<file path="config.mk">
export PLATFORM = sky130hd
export DESIGN_NAME = mux8_arbiter
export DESIGN_NICKNAME = d
export VERILOG_FILES = /design/src/rtl/mux8_arbiter.sv
export SDC_FILE = /design/constraint.sdc
export NUM_CORES = 1
export LEC_CHECK = 0
export BUFFER_PORTS_ARGS = -buffer_cell sky130_fd_sc_hd__clkbuf_2
export CAP_MARGIN = 40
export CORE_MARGIN = 2
export CORE_UTILIZATION = 43
export CTS_CLUSTER_DIAMETER = 200
export DETAILED_ROUTE_END_ITERATION = 10
export GPL_ROUTABILITY_DRIVEN = 0
export GPL_TIMING_DRIVEN = 0
export PLACE_DENSITY = 0.74
export SLEW_MARGIN = 20
export SYNTH_ARGS = -nofsm -noshare
export SYNTH_HDL_FRONTEND = slang
export SYNTH_SLANG_ARGS = --single-unit
</file>
<file path="constraint.sdc">
create_clock -name clk -period 1.2 [get_ports clk]
set_input_delay 0.12 -clock clk [delete_from_list [all_inputs] [get_ports clk]]
set_output_delay 0.12 -clock clk [all_outputs]
set_load 0.005 [all_outputs]
</file>
<file path="src/rtl/mux8_arbiter.sv">
// Two-channel arbiter that steers an external 8-bit mux, waits for the mux to settle, and captures one sample per grant.
// Optional build macro MUX8_ARBITER_PRIO_A_EN: fixed priority (A wins every tie); otherwise round-robin on ties.
module mux8_arbiter #(
    parameter int SETTLE_CYC = 2
) (
    input  logic       clk,
    input  logic       rst,
    input  logic       req_a,
    input  logic       req_b,
    input  logic [7:0] a,
    input  logic [7:0] b,
    output logic       sel,
    output logic       gnt_a,
    output logic       gnt_b,
    output logic [7:0] q,
    output logic       q_ch,
    output logic       q_valid,
    input  logic       q_ready,
    output logic       busy
);

    typedef enum logic [1:0] {
        IDLE    = 2'd0,
        SETTLE  = 2'd1,
        CAPTURE = 2'd2,
        OUTPUT  = 2'd3
    } state_t;

    localparam logic [3:0] SETTLE_LOAD = 4'(SETTLE_CYC);
    localparam bit         HAS_SETTLE  = (SETTLE_CYC > 0);

    state_t     state_reg;
    state_t     state_next;
    logic       sel_reg;
    logic       sel_next;
    logic [3:0] cnt_reg;
    logic [3:0] cnt_next;
    logic [7:0] q_reg;
    logic [7:0] q_next;
    logic       q_ch_reg;
    logic       q_ch_next;
    logic       last_reg;
    logic       last_next;
    logic       choice;
    logic       chosen_req;
    logic [7:0] mux_out;

    // Model of the external mux8 so the captured value matches what sel steers.
    generate
        for (genvar gi = 0; gi < 8; gi++) begin : g_mux_bit
            assign mux_out[gi] = sel_reg ? b[gi] : a[gi];
        end
    endgenerate

`ifdef MUX8_ARBITER_PRIO_A_EN
    assign choice = ~req_a;
`else
    // On a tie the channel that did not finish the previous transfer wins.
    assign choice = (req_a && req_b) ? ~last_reg : req_b;
`endif

    assign chosen_req = sel_reg ? req_b : req_a;

    always_ff @(posedge clk) begin
        if (rst) begin
            state_reg <= IDLE;
            sel_reg   <= 1'b0;
            cnt_reg   <= 4'd0;
            q_reg     <= 8'd0;
            q_ch_reg  <= 1'b0;
            last_reg  <= 1'b1;
        end else begin
            state_reg <= state_next;
            sel_reg   <= sel_next;
            cnt_reg   <= cnt_next;
            q_reg     <= q_next;
            q_ch_reg  <= q_ch_next;
            last_reg  <= last_next;
        end
    end

    always_comb begin
        state_next = state_reg;
        sel_next   = sel_reg;
        cnt_next   = cnt_reg;
        q_next     = q_reg;
        q_ch_next  = q_ch_reg;
        last_next  = last_reg;
        case (state_reg)
            IDLE: begin
                if (req_a || req_b) begin
                    sel_next = choice;
                    if (HAS_SETTLE && (choice != sel_reg)) begin
                        state_next = SETTLE;
                        cnt_next   = SETTLE_LOAD;
                    end else begin
                        state_next = CAPTURE;
                    end
                end
            end
            SETTLE: begin
                // A withdrawn request abandons the transfer but leaves the mux where it is.
                if (!chosen_req) begin
                    state_next = IDLE;
                    cnt_next   = 4'd0;
                end else if (cnt_reg <= 4'd1) begin
                    state_next = CAPTURE;
                    cnt_next   = 4'd0;
                end else begin
                    cnt_next = cnt_reg - 4'd1;
                end
            end
            CAPTURE: begin
                q_next     = mux_out;
                q_ch_next  = sel_reg;
                state_next = OUTPUT;
            end
            OUTPUT: begin
                if (q_ready) begin
                    last_next  = q_ch_reg;
                    state_next = IDLE;
                end
            end
            default: begin
                state_next = IDLE;
            end
        endcase
    end

    assign sel     = sel_reg;
    assign gnt_a   = (state_reg == CAPTURE) && !sel_reg;
    assign gnt_b   = (state_reg == CAPTURE) && sel_reg;
    assign q       = q_reg;
    assign q_ch    = q_ch_reg;
    assign q_valid = (state_reg == OUTPUT);
    assign busy    = (state_reg != IDLE);

endmodule

</file>
* Word-level counts from Yosys, hierarchy flattened
Cells that the tools add are included.
** Storage, ports and cells
- Register bits :: 17
- Bits of input ports :: 21
- Output and inout port bits :: 14
- Logic and storage cells :: 50
** Operators by class
- Add/sub/neg operators :: 1
- Order comparisons :: 1
- Eq/ne operators :: 8
- Muxes and demuxes :: 21
- Bitwise logic cells :: 1
- Reductions and logical operators :: 12
** Operators by type and width (count)
- $mux 4 :: 4
- $mux 1 :: 10
- $mux 2 :: 5
- $pmux 2 s4 :: 1
- $pmux 4 s2 :: 1
- $reduce_and 3->1 :: 2
- $eq 2x2->1 const B :: 2
- $le 4x1->1 const B :: 1
- $ne 2x2->1 const B :: 2
- $reduce_and 2->1 :: 2
- $reduce_bool 2->1 :: 2
- $sub 4x1->4 const B :: 1
- $logic_and 1x1->1 :: 3
- $ne 3x3->1 const B :: 1
- $eq 2x1->1 const B :: 1
- $logic_not 2->1 :: 1
- $ne 2x1->1 const B :: 1
- $logic_not 1->1 :: 1
- $logic_or 1x1->1 :: 1
- $ne 1x1->1 :: 1
- $not 1->1 :: 1

* Depth between registers and ports, before layout
- Word-level depth :: 6
- Gate-level depth with buffers :: 6

* Worst setup path before layout
Ideal clock, no wire load.
- Path type :: reg2reg
- Start point :: register sel_reg, in the netlist sel
- End point :: register state_reg[1]
- Setup time :: 139 ps
- Arrival time :: 1181 ps
- Path slack :: -120 ps
- Stages on the path, launching flop included :: 5
- Cells stage by stage :: dfxtp_1 > buf_6 > mux2_4 > a221oi_1 > a2111oi_2
** Between the ends
- Longest elaborated chain between the ends :: 4
- Elaborated cells between the ends (all ways) :: 8
- Classes of those cells :: 2 x eq/ne; 5 x mux; 1 x reduce/logical
** RTL lines
- from (decl) :: RTL line 34 : logic sel_reg;
- from (signal assigned) :: RTL line 74 : sel_reg <= sel_next;
- $ne 1x1->1 :: RTL line 93 : if (HAS_SETTLE && (choice != sel_reg)) begin
- $mux 2 :: RTL line 93
- $mux 2 :: RTL line 91 : if (req_a || req_b) begin
- $pmux 2 s4 :: RTL line 89 : case (state_reg)
- to (signal assigned) :: RTL line 73 : state_reg <= state_next;
- to (decl) :: RTL line 32 : state_t state_reg;
Several ways; a longest one is shown, not always the timed one. The select of a mux whose other input is x is not followed.
A chain may end at the register's enable or synchronous reset.

* Worst setup path in the final report
- Start point :: register state_reg[1]
- End point :: output gnt_b
** Between the ends
- Longest elaborated chain between the ends :: 2
** RTL lines
- $eq 2x2->1 :: RTL line 132 : assign gnt_b = (state_reg == CAPTURE) && sel_reg;
- $logic_and 1x1->1 :: RTL line 132
- to (decl) :: RTL line 14 : output logic gnt_b,
No other way between the ends.

==> metrics.txt <==
VDD IR max 1.14 mV; DIE AREA 2540 sq um; clock sink total 17; LEAKAGE 0.643 nW; first-pass GRT wire length 4170 microns; max FFs per register 8; vias per std cell 5.31; All-Layer GR Usage 21.6%; Max Cap Violations 0; initial antenna violation count 0; Synth top area share roughly 37%; CP startpoint state_reg[1]; initial core utilization 46.2%; Syn Inst Count 102; vias in the first global route 923; synth warn 0; Worst Slack Setup Final -0.174 ns; CTS Buf Count 3; Critical Path RT 1.08 ns; Max Transition Viols Final 0; final wirelength 2770 microns; number of synthesized flops with an enable pin 0; dpl hpwl 1540 microns; Die Y 50.4 microns; Setup crit start kind register; Critical Path Max Stage Delay between 0.3 and 0.4 ns; Initial DRC Count 17; Port Buf Inserts 34; # DRC 0; number of vias in the routed layout between 900 and 1,000; CP Max Fanout 4; combinational share of power about 53%; root buf cell clkbuf_4; pre-CTS setup slack -0.294 ns; row count 16; Min Hold Slack 0.0819 ns; failing checks setup timing; Sw Share 37.5%; post-synthesis cell type count 34; syn_nets 125; clock group share of total power 13.9%; worst-skew pair later-pin latency around 0.3 ns; total I/O pin count 35; Sequential Power Share 33.0%; Reg2Reg Depth 5; largest cells by area after synthesis dfxtp_1, mux2i_1, a211oi_1; total area of sequential cells approximately 360 sq um; WP data arrival 1.25 ns; Worst R2R Start last_reg; GRT overflow 0; sequential area share after synthesis 36.8%; clk slew on worst S/H paths 0.10 ns; Avg Cell Area, Syn 9.07 sq um; Rel. slew slack 60.8%; Yosys top cell by area dfxtp_1; FFs w/ async S/R, synth 0%; P_sw 0.000856 W; H-tree levels 1; pin count of the biggest net entering global routing 11; cell internal pwr 0.00143 W; final core utilization about three quarters; synthesized area 925 sq um; Worst-Margin Slew approximately 0.59 ns; Seq cells post-synth 17; NumNets Final about 180; clk_skew 0.00673 ns; worst hold path class in2reg; Setup CP Type reg2out; Cell Pwr Density 1500 nW/um^2; RR Endpoint state_reg[0]; fillers 128; crit path capture gnt_b; worst path cell trace nor2b_4, buf_6, buf_6, and2_4, buf_6; core area 2000 sq um; antenna-violating nets left 0; CTS Buffer Depth 2; CTS tree yes; first-pass detailed-route iteration total 4; Die X 50.4 microns; CP most frequent cell buf_6; Multi-input gate area approximately 750 sq um; WL/cell 15.5 microns; outcome complete, but fails checks; top achievable clock speed 0.728 GHz; Layout area overhead 64.4%; # diodes 0; Register-to-Register Setup Slack -0.16 ns; unrepaired setup endpoints after global routing yes; number of hold buffers added after cts 0; final setup violation count 11; Tmin final 1.37 ns; Final period util 115%; dominant synthesized flop cell dfxtp_1; Max stage delay cell, worst path dfxtp_4; Final Hold Viols 0; share of cells above drive strength 1 around two thirds; Worst Setup End Kind output pin
[repair_timing]
action | CTS | global route
resized for setup | 39 | 25
setup endpoints to repair | 19 | 21
pin swaps | 13 | 8
cloned | 0 | 0
hold endpoints to repair | 0 | 0
setup buffers | 14 | 1
[worst min path at each step]
stage | slack, ns | startpoint | endpoint | cells after the start
after CTS | 0.07 | rst | state_reg[1] | 2
after global placement | 0.37 | rst | state_reg[1] | 2
final | 0.08 | rst | state_reg[1] | 2
after floorplan | 0.19 | rst | state_reg[1] | 1
after global routing | 0.06 | rst | state_reg[1] | 2
after detailed placement | 0.38 | rst | state_reg[1] | 2
[stage by stage]
stage / cell area, sq um / setup TNS (ns) / power, W / instances
3_3_place_gp: 1150 / -1.83 / 0.00142 / 163
4_1_cts: 1410 / -1.25 / 0.00209 / 180
3_5_place_dp: 1150 / -2.24 / 0.00144 / 163
5_1_grt: 1520 / -1.37 / 0.00242 / 179
2_1_floorplan: 943 / -0.103 / 0.00122 / 102
6_report: 1520 / -0.877 / 0.00228 / 179
[power groups by stage]
stage,logic [W],registers [W],clock network (W)
6_report,0.00121,0.000753,0.000318
2_1_floorplan,0.000479,0.000743,0
5_1_grt,0.00129,0.000761,0.000363
3_5_place_dp,0.000694,0.000746,0
4_1_cts,0.00104,0.000732,0.000316
3_3_place_gp,0.000674,0.000745,0
[critical path, delay by kind of cell, from the launching register on]
kind	cells	cell delay, ns
buf+inv	3	0.32
flops	1	0.36
simple gates	2	0.27
[cell usage in the layout, fill, tap and decap left out, types with 2 or more instances in the layout]
master	n
a211oi_1	3
buf_6	5
inv_1	3
a221oi_4	2
and2_4	4
mux2i_1	9
inv_2	3
nand2_1	5
clkbuf_1	2
nor2_4	3
dfxtp_1	11
dfxtp_4	5
buf_4	14
clkbuf_4	3
nand2b_1	2
nor2_1	11
nor3_2	2
ha_4	2
a211oi_2	5
nor2b_4	2
clkbuf_2	32
[synthesized netlist by cell type, drive strengths merged (2+ instances only)]
cell / count
nor2: 15
and2: 4
nand2: 7
a211oi: 8
o21ai: 2
ha: 2
nor3: 3
clkbuf: 2
xnor2: 2
inv: 6
nand2b: 3
nor2b: 2
buf: 4
a221oi: 2
mux2i: 10
dfxtp: 17
[kinds of logic after synthesis]
group	synth area share (%)
AND/OR/NAND/NOR	18.7
AO/OA/AOI/OAI	21.2
flip-flops	36.8
buffers and inverters	6.22
multiplexers	12.4
XOR/XNOR	1.89
adder cells (fa/ha/maj)	2.71
[area by class of cell]
| type | instances | share of cell area, % |
|---|---|---|
| Multi-Input combinational cell | 73 | 49.5 |
| Sequential cell | 17 | 23.7 |
| Timing Repair Buffer | 48 | 19.2 |
| Buffer | 4 | 2.22 |
| Tap cell | 27 | 2.22 |
| Clock buffer | 4 | 1.73 |
| Inverter | 6 | 1.48 |
[layer usage]
| metal | global-route usage, % | wire length [microns] | up-vias |
|---|---|---|---|
| li1 | - | - | 460 |
| met1 | 26.5 | 1110 | 453 |
| met2 | 38.2 | 1470 | 32 |
| met3 | 3.57 | 129 | 6 |
| met4 | 7.21 | 57 | 0 |
| met5 | 0 | 0 | - |
Note: power is estimated with default switching activity, not from simulation.
